## src/rtl/wb_queue.sv

```systemverilog
// In-order writeback queue feeding the register-file write port, with youngest-entry rs forwarding.
// Latency 1+ cycles (wb_hold stalls drain); in_ready = !full. WB_COALESCE_EN merges same-rd pushes into the youngest entry.
module wb_queue #(
  parameter int w     = 9,
  parameter int DEPTH = 2
) (
  input  logic                       clk,
  input  logic                       rst_n,
  input  logic                       in_valid,
  output logic                       in_ready,
  input  logic [1:0]                 in_rd,
  input  logic [w-1:0]               in_data,
  input  logic                       wb_hold,
  output logic                       wr_en,
  output logic [1:0]                 wr_rd_addr,
  output logic [w-1:0]               wr_data,
  input  logic [3:0]                 rs_addr,
  output logic                       rs_fwd_hit,
  output logic [w-1:0]               rs_fwd_data,
  output logic [$clog2(DEPTH+1)-1:0] count,
  output logic                       empty,
  output logic                       full
);

  localparam int AW = (DEPTH > 1) ? $clog2(DEPTH) : 1;
  localparam int CW = $clog2(DEPTH+1);

  logic [DEPTH-1:0] ent_vld;
  logic [1:0]       ent_rd  [DEPTH];
  logic [w-1:0]     ent_dat [DEPTH];
  logic [AW-1:0]    rd_ptr;
  logic [AW-1:0]    wr_ptr;
  logic             push;
  logic             pop;
  logic             alloc;
  logic             coalesce;

  assign empty      = (count == '0);
  assign full       = (count == CW'(DEPTH));
  assign wr_en      = !empty && !wb_hold;
  assign wr_rd_addr = ent_rd[rd_ptr];
  assign wr_data    = ent_dat[rd_ptr];
  assign pop        = wr_en;
  assign push       = in_valid && in_ready;
  assign alloc      = push && !coalesce;

`ifdef WB_COALESCE_EN
  logic [AW-1:0] y_idx;
  logic          coal_match;

  assign y_idx      = wr_ptr - AW'(1);
  assign coal_match = !empty && (ent_rd[y_idx] == in_rd);
  assign in_ready   = !full || coal_match;
  // The youngest entry leaving this cycle cannot absorb the push; allocate instead.
  assign coalesce   = push && coal_match && !(pop && (count == CW'(1)));
`else
  assign in_ready   = !full;
  assign coalesce   = 1'b0;
`endif

  always_ff @(posedge clk or negedge rst_n) begin
    if (!rst_n) begin
      rd_ptr  <= '0;
      wr_ptr  <= '0;
      count   <= '0;
      ent_vld <= '0;
      for (int i = 0; i < DEPTH; i++) begin
        ent_rd[i]  <= '0;
        ent_dat[i] <= '0;
      end
    end else begin
      if (pop) begin
        ent_vld[rd_ptr] <= 1'b0;
        rd_ptr          <= rd_ptr + AW'(1);
      end
      if (alloc) begin
        ent_vld[wr_ptr] <= 1'b1;
        ent_rd[wr_ptr]  <= in_rd;
        ent_dat[wr_ptr] <= in_data;
        wr_ptr          <= wr_ptr + AW'(1);
      end
`ifdef WB_COALESCE_EN
      if (coalesce) begin
        ent_dat[y_idx] <= in_data;
      end
`endif
      case ({alloc, pop})
        2'b10:   count <= count + CW'(1);
        2'b01:   count <= count - CW'(1);
        default: count <= count;
      endcase
    end
  end

  // Scan oldest to youngest so the last match wins; popping entries still forward.
  always_comb begin
    logic [AW-1:0] f_idx;
    rs_fwd_hit  = 1'b0;
    rs_fwd_data = '0;
    f_idx       = '0;
    for (int i = 0; i < DEPTH; i++) begin
      f_idx = rd_ptr + AW'(i);
      if (ent_vld[f_idx] && ((4'd8 + {2'b00, ent_rd[f_idx]}) == rs_addr)) begin
        rs_fwd_hit  = 1'b1;
        rs_fwd_data = ent_dat[f_idx];
      end
    end
  end

endmodule

```

## config.mk

```make
export PLATFORM = sky130hd
export DESIGN_NAME = wb_queue
export DESIGN_NICKNAME = d
export VERILOG_FILES = /design/src/rtl/wb_queue.sv
export SDC_FILE = /design/constraint.sdc
export NUM_CORES = 1
export LEC_CHECK = 0
export CORE_MARGIN = 1.5
export CORE_UTILIZATION = 25
export DETAILED_ROUTE_END_ITERATION = 12
export PLACE_DENSITY = 0.57
export SYNTH_ARGS = -nofsm -noshare
export SYNTH_HDL_FRONTEND = slang
export SYNTH_SLANG_ARGS = --single-unit
export TNS_END_PERCENT = 50
```

## constraint.sdc

```tcl
create_clock -name clk -period 3.1 [get_ports clk]
set_clock_uncertainty 0.1 [all_clocks]
set_input_delay 0.62 -clock clk [delete_from_list [all_inputs] [get_ports clk]]
set_output_delay 0.62 -clock clk [all_outputs]
set_load 0.03 [all_outputs]
```

Word level (Yosys, flattened, before mapping)
Cells that the tools add are included.
Storage, ports and cells
  bits of input ports: 19
  word-level logic and storage cells: 79
  output and inout bits: 27
  flip-flop bits (word level): 28
Operators by class
  muxes and demuxes: 33
  add/subtract/negate cells: 6
  bitwise gates (word level): 6
  equality and inequality tests: 5
  $lt $le $gt $ge: 9
  reductions and logical operators: 12
Operator list (number)
  $mux 9: 9
  $bwmux 18: 1
  $mux 2: 9
  $demux 9 s1: 1
  $add 4x2->4 const A: 2
  $eq 4x4->1: 2
  $mux 1: 8
  $logic_and 1x1->1: 7
  $ge 2x2->1 const B: 3
  $lt 1x2->1 const B: 3
  $not 1->2: 3
  $bwmux 4: 1
  $eq 2x2->1 const B: 2
  $pmux 2 s2: 1
  $logic_not 1->1: 3
  $add 1x1->1 const B: 2
  $add 2x1->2 const B: 1
  $and 2x2->2: 1
  $demux 1 s1: 2
  $demux 2 s1: 1
  $eq 2x1->1 const B: 1
  $ge 1x1->1 const B: 2
  $logic_not 2->1: 1
  $lt 2x1->1 const B: 1
  other kinds (4): 4

Depth between registers and ports, before layout
  word-level depth: 9
  gate-level depth with buffers: 7
  mapped depth without buffers: 6

Least setup slack after synthesis
OpenSTA, ideal clock, no wires.
  kind: reg-to-output
  start point: register rd_ptr
  end point: output port rs_fwd_hit
  cell stages (with the launch flop): 7
  arrival: 2.183 ns
  path buffers: 2
  path slack: 0.197 ns
  required time: 2.380 ns
  cell sequence: dfrtp_1 -> buf_6 -> mux2_4 -> xor2_1 -> or3_1 -> buf_6 -> o21ai_0
On the way
  longest elaborated chain between the ends: 9
  elaborated cells between the ends (all ways): 21
  those cells by class: add/sub: 3; eq/ne: 2; mux: 12; bitwise: 2; reduce/logical: 2
RTL lines
  from (decl): line 31  | logic [AW-1:0] rd_ptr;
  from (signal assigned): line 74  | rd_ptr <= rd_ptr + AW'(1);
  $not 1->2
  $mux 2 (3 in series)
  via wr_rd_addr[0]: line 15  | output logic [1:0] wr_rd_addr,
  $add 4x2->4: line 103  | if (ent_vld[f_idx] && ((4'd8 + {2'b00, ent_rd[f_idx]}) == rs_addr)) begin
  $eq 4x4->1: line 103
  $logic_and 1x1->1: line 103
  $mux 1 (2 in series): line 103
  to (decl): line 18  | output logic rs_fwd_hit,
The timed path passes the listed nets, and every way through them passes these cells. The select of a mux whose other input is x is not followed.

Final worst setup path
  start point: input port rs_addr[2]
  end point: output port rs_fwd_data[4]
On the way
  longest elaborated chain between the ends: 4
  elaborated cells between the ends (all ways): 6
  those cells by class: eq/ne: 2; mux: 2; reduce/logical: 2
RTL lines
  from (decl): line 17  | input logic [3:0] rs_addr,
  $eq 4x4->1: line 103
  $logic_and 1x1->1: line 103
  $mux 9: line 103
  $mux 9 (*): line 103
  to (decl): line 19  | output logic [w-1:0] rs_fwd_data,
Mark *: on every way between the ends. The rest lies on a longest branch, timed or not.

==> metrics.md <==
| Metric | Value |
|---|---|
| Net count after synthesis | 178 |
| Max-slew violation count | 0 |
| Clk_lat worst skew | 0.28 ns |
| Io pins | 46 |
| IO Port Bufs | 45 |
| Worst slew margin | 0.534 |
| Post-synth cell types | 24 |
| Ys flop type | dfrtp_1 |
| GRT overflow | 0 |
| Register area share after synthesis | 0.424 |
| Setup TNS Final | 0 ns |
| Top post-synthesis cells by area | dfrtp_1, mux2_2, a2111o_1, nand3_1, nand2_1 |
| Commonest cells post-synth | dfrtp_1, mux2_2, nand2_1 |
| Routed len/inst | 13.2 um |
| Synth Warn # | 0 |
| Finish-stage setup viols | 0 |
| Mapped Avg Cell Area | 10.5 um^2 |
| Worst Setup End Kind | primary output |
| First DRT Iteration DRCs | 113 |
| TritonRoute pass-1 iters | 4 |
| First-pass GRT wire length | 6330 um |
| Initial antenna violation count | 0 |
| Final Hold Fails | 0 |
| Hold Buf Count CTS | 0 |
| Crit path DAT | 2.30 ns |
| Cell Pwr Density | 1110 nW/um^2 |
| Initial core utilization | 0.259 |
| Diode count | 0 |
| DR vias/cell | 4.69 |
| Final worst path period share | 0.975 |
| Share of cells above drive strength 1 | 0.261 |
| GR Layer Usage met3 | 0.0206 |
| Sequential Area | 702 um^2 |
| Reg2Reg Setup Slack | 1.24 ns |
| Area Overhead vs Synth | 39.0% |
| Remaining DRCs | 0 |
| Min cycle time layout | 3.02 ns |
| Peak VDD IR | 0.457 mV |
| Vias | 1333 |
| CP max FO | 10 |
| Fin nets | 228 |
| Clk slew on worst S/H paths | 0.09 ns |
| Placed cells | 279 |
| Seq cells post-synth | 28 |
| Largest net degree at the start of global routing | 32 |
| CP required | 2.38 ns |
| Routed Antenna Nets | 0 |
| Final WL | 3750 um |
| Worst-margin pin slew | 0.697 ns |
| Fill cells | 647 |
| Max Cap Violations | 0 |
| CTS Root Cell | clkbuf_8 |
| Core area | 6390 um^2 |
| TritonCTS Sinks | 28 |
| Highest Clock Rate | 0.331 GHz |
| Die area | 7110 um^2 |
| Htree depth | 1 |
| # rows | 29 |
| Min-delay worst type | register to register |
| CTS Buffer Depth | 2 |
| Multi-input gate area | 913 um^2 |
| Asr flop ratio synth | 1.00 |
| Count leader, synth | dfrtp_1 |
| Die Y | 84.3 um |
| M2 GR Usage | 0.193 |
| GR peak layer | met2 |
| Slowest cell delay on critical path | 0.39 ns |
| TritonCTS clock tree | built |
| EDFF count, synth | 0 |
| Final Wtd Congestion | 0.682 |
| Crit path kind | input port to primary output |
| Area share of the largest cell type after synthesis | 0.424 |
| Non-Filler Instances | 284 |
| Netlist Area Pre-Place | 1650 um^2 |
| Yosys top cell by area | dfrtp_1 |
| Global Route met1 Usage | 0.138 |
| Slowest cell on crit path | clkdlybuf4s50_1 |
| Post-DP HPWL | 2740 um |
| P_leak | 0.980 nW |
| Gr usage total | 0.111 |
| Element type at the critical path start | input port |
| Status | complete, no violations |
| Number of global-route vias before repair | 1313 |
| CTS buffer count | 3 |
| Mapped Cells | 158 |
| CP Cell Sequence | clkdlybuf4s50_1 > nand2b_1 > or3_1 > buf_6 > a2111o_1 > nand3_1 > buf_4 |
| Die X | 84.3 um |
==> state kept, by name, indices dropped and copies added, names as in the netlist <==
signal,cells
ent_rd,4
wr_ptr,1
count,2
rd_ptr,1
ent_dat,18
ent_vld,2
==> power breakdown <==
group | internal, W | switching, W | total (W)
Sequential | 0.000559 | 0.000157 | 0.000716
Combinational | 0.000739 | 0.000863 | 0.00160
Clock | 0.000114 | 0.000115 | 0.000228
==> worst max-delay path: cells and delay by family <==
kind / cells / cell delay [ns]
compound gates: 1 / 0.34
buf+inv: 3 / 0.72
simple gates: 3 / 0.63
==> placed cells by master (no fill, tap or decap) <==
| cell | instances |
|---|---|
| dlygate4sd2_1 | 1 |
| o21ai_0 | 2 |
| buf_6 | 4 |
| nor4_4 | 1 |
| or4_1 | 1 |
| dfrtp_2 | 1 |
| buf_4 | 15 |
| nand3_2 | 1 |
| buf_12 | 1 |
| nand3b_1 | 9 |
| xor2_2 | 1 |
| mux2_2 | 23 |
| nand2b_1 | 11 |
| nand3_1 | 18 |
| nand2_1 | 23 |
| a21o_1 | 1 |
| or3_1 | 2 |
| dfrtp_1 | 27 |
| xnor2_2 | 1 |
| clkdlybuf4s50_1 | 34 |
| clkbuf_8 | 4 |
| mux2i_1 | 3 |
| xnor2_1 | 4 |
| mux2i_2 | 1 |
| mux2_4 | 1 |
| nor2_1 | 4 |
| ha_1 | 1 |
| xor2_1 | 2 |
| inv_1 | 1 |
| a2111o_1 | 9 |
==> cells by family (layout without fill, tap and decap cells) <==
kind of cell	count (synthesis)	after routing	share of synthesized area
adder cells (fa/ha/maj)	1	1	0.00757
multiplexers	28	28	0.190
flip-flops	28	28	0.424
XOR/XNOR	8	8	0.0424
AO/OA/AOI/OAI	12	12	0.0719
buffers and inverters	11	60	0.0378
AND/OR/NAND/NOR	70	70	0.226
==> per-layer routing <==
| metal | share of wire | wire length (um) |
|---|---|---|
| met1 | 0.45 | 1700 |
| met2 | 0.50 | 1860 |
| met3 | 0.035 | 132 |
| met4 | 0.015 | 55 |
| met5 | 0 | 0 |
==> what timing repair did <==
action	CTS	global route
cloned	0	0
pin swaps	0	0
gates resized for setup	2	8
endpoints found under the setup margin	1	10
buffers inserted	0	1
endpoints found under the hold margin	0	0
==> final cells by class <==
class	count	share of cell area
clock buffer	4	0.0240
timing repair buffer	55	0.229
multi-input combinational	119	0.398
inverter	1	0.00163
sequential	28	0.306
tap	77	0.0419
==> path summary, 6_finish.rpt <==
kind / startpoint / to / cells after the start
worst min register to register: ent_vld[1] / ent_vld[1] / 2
worst max register to register: count[0] / ent_dat[7] / 3
worst min-delay path: ent_vld[1] / ent_vld[1] / 2
worst max-delay path: rs_addr[2] / rs_fwd_data[4] / 7
max in group asynchronous: rst_n / rd_ptr / 2
min in group asynchronous: rst_n / ent_rd[0] / 2
==> metrics by stage <==
stage / setup WS, ns / hold slack, ns / util / instance area (um^2) / power [W]
3_3_place_gp: -0.00289 / 0.384 / 0.344 / 2200 / 0.00229
4_1_cts: 0.0250 / 0.414 / 0.353 / 2250 / 0.00254
6_report: 0.0790 / 0.407 / 0.360 / 2300 / 0.00255
2_1_floorplan: 0.197 / 0.224 / - / 1650 / 0.00177
5_1_grt: -0.00163 / 0.464 / 0.360 / 2300 / 0.00273
3_5_place_dp: -0.0115 / 0.391 / 0.344 / 2200 / 0.00230
Power figures use the tool's default switching activity.
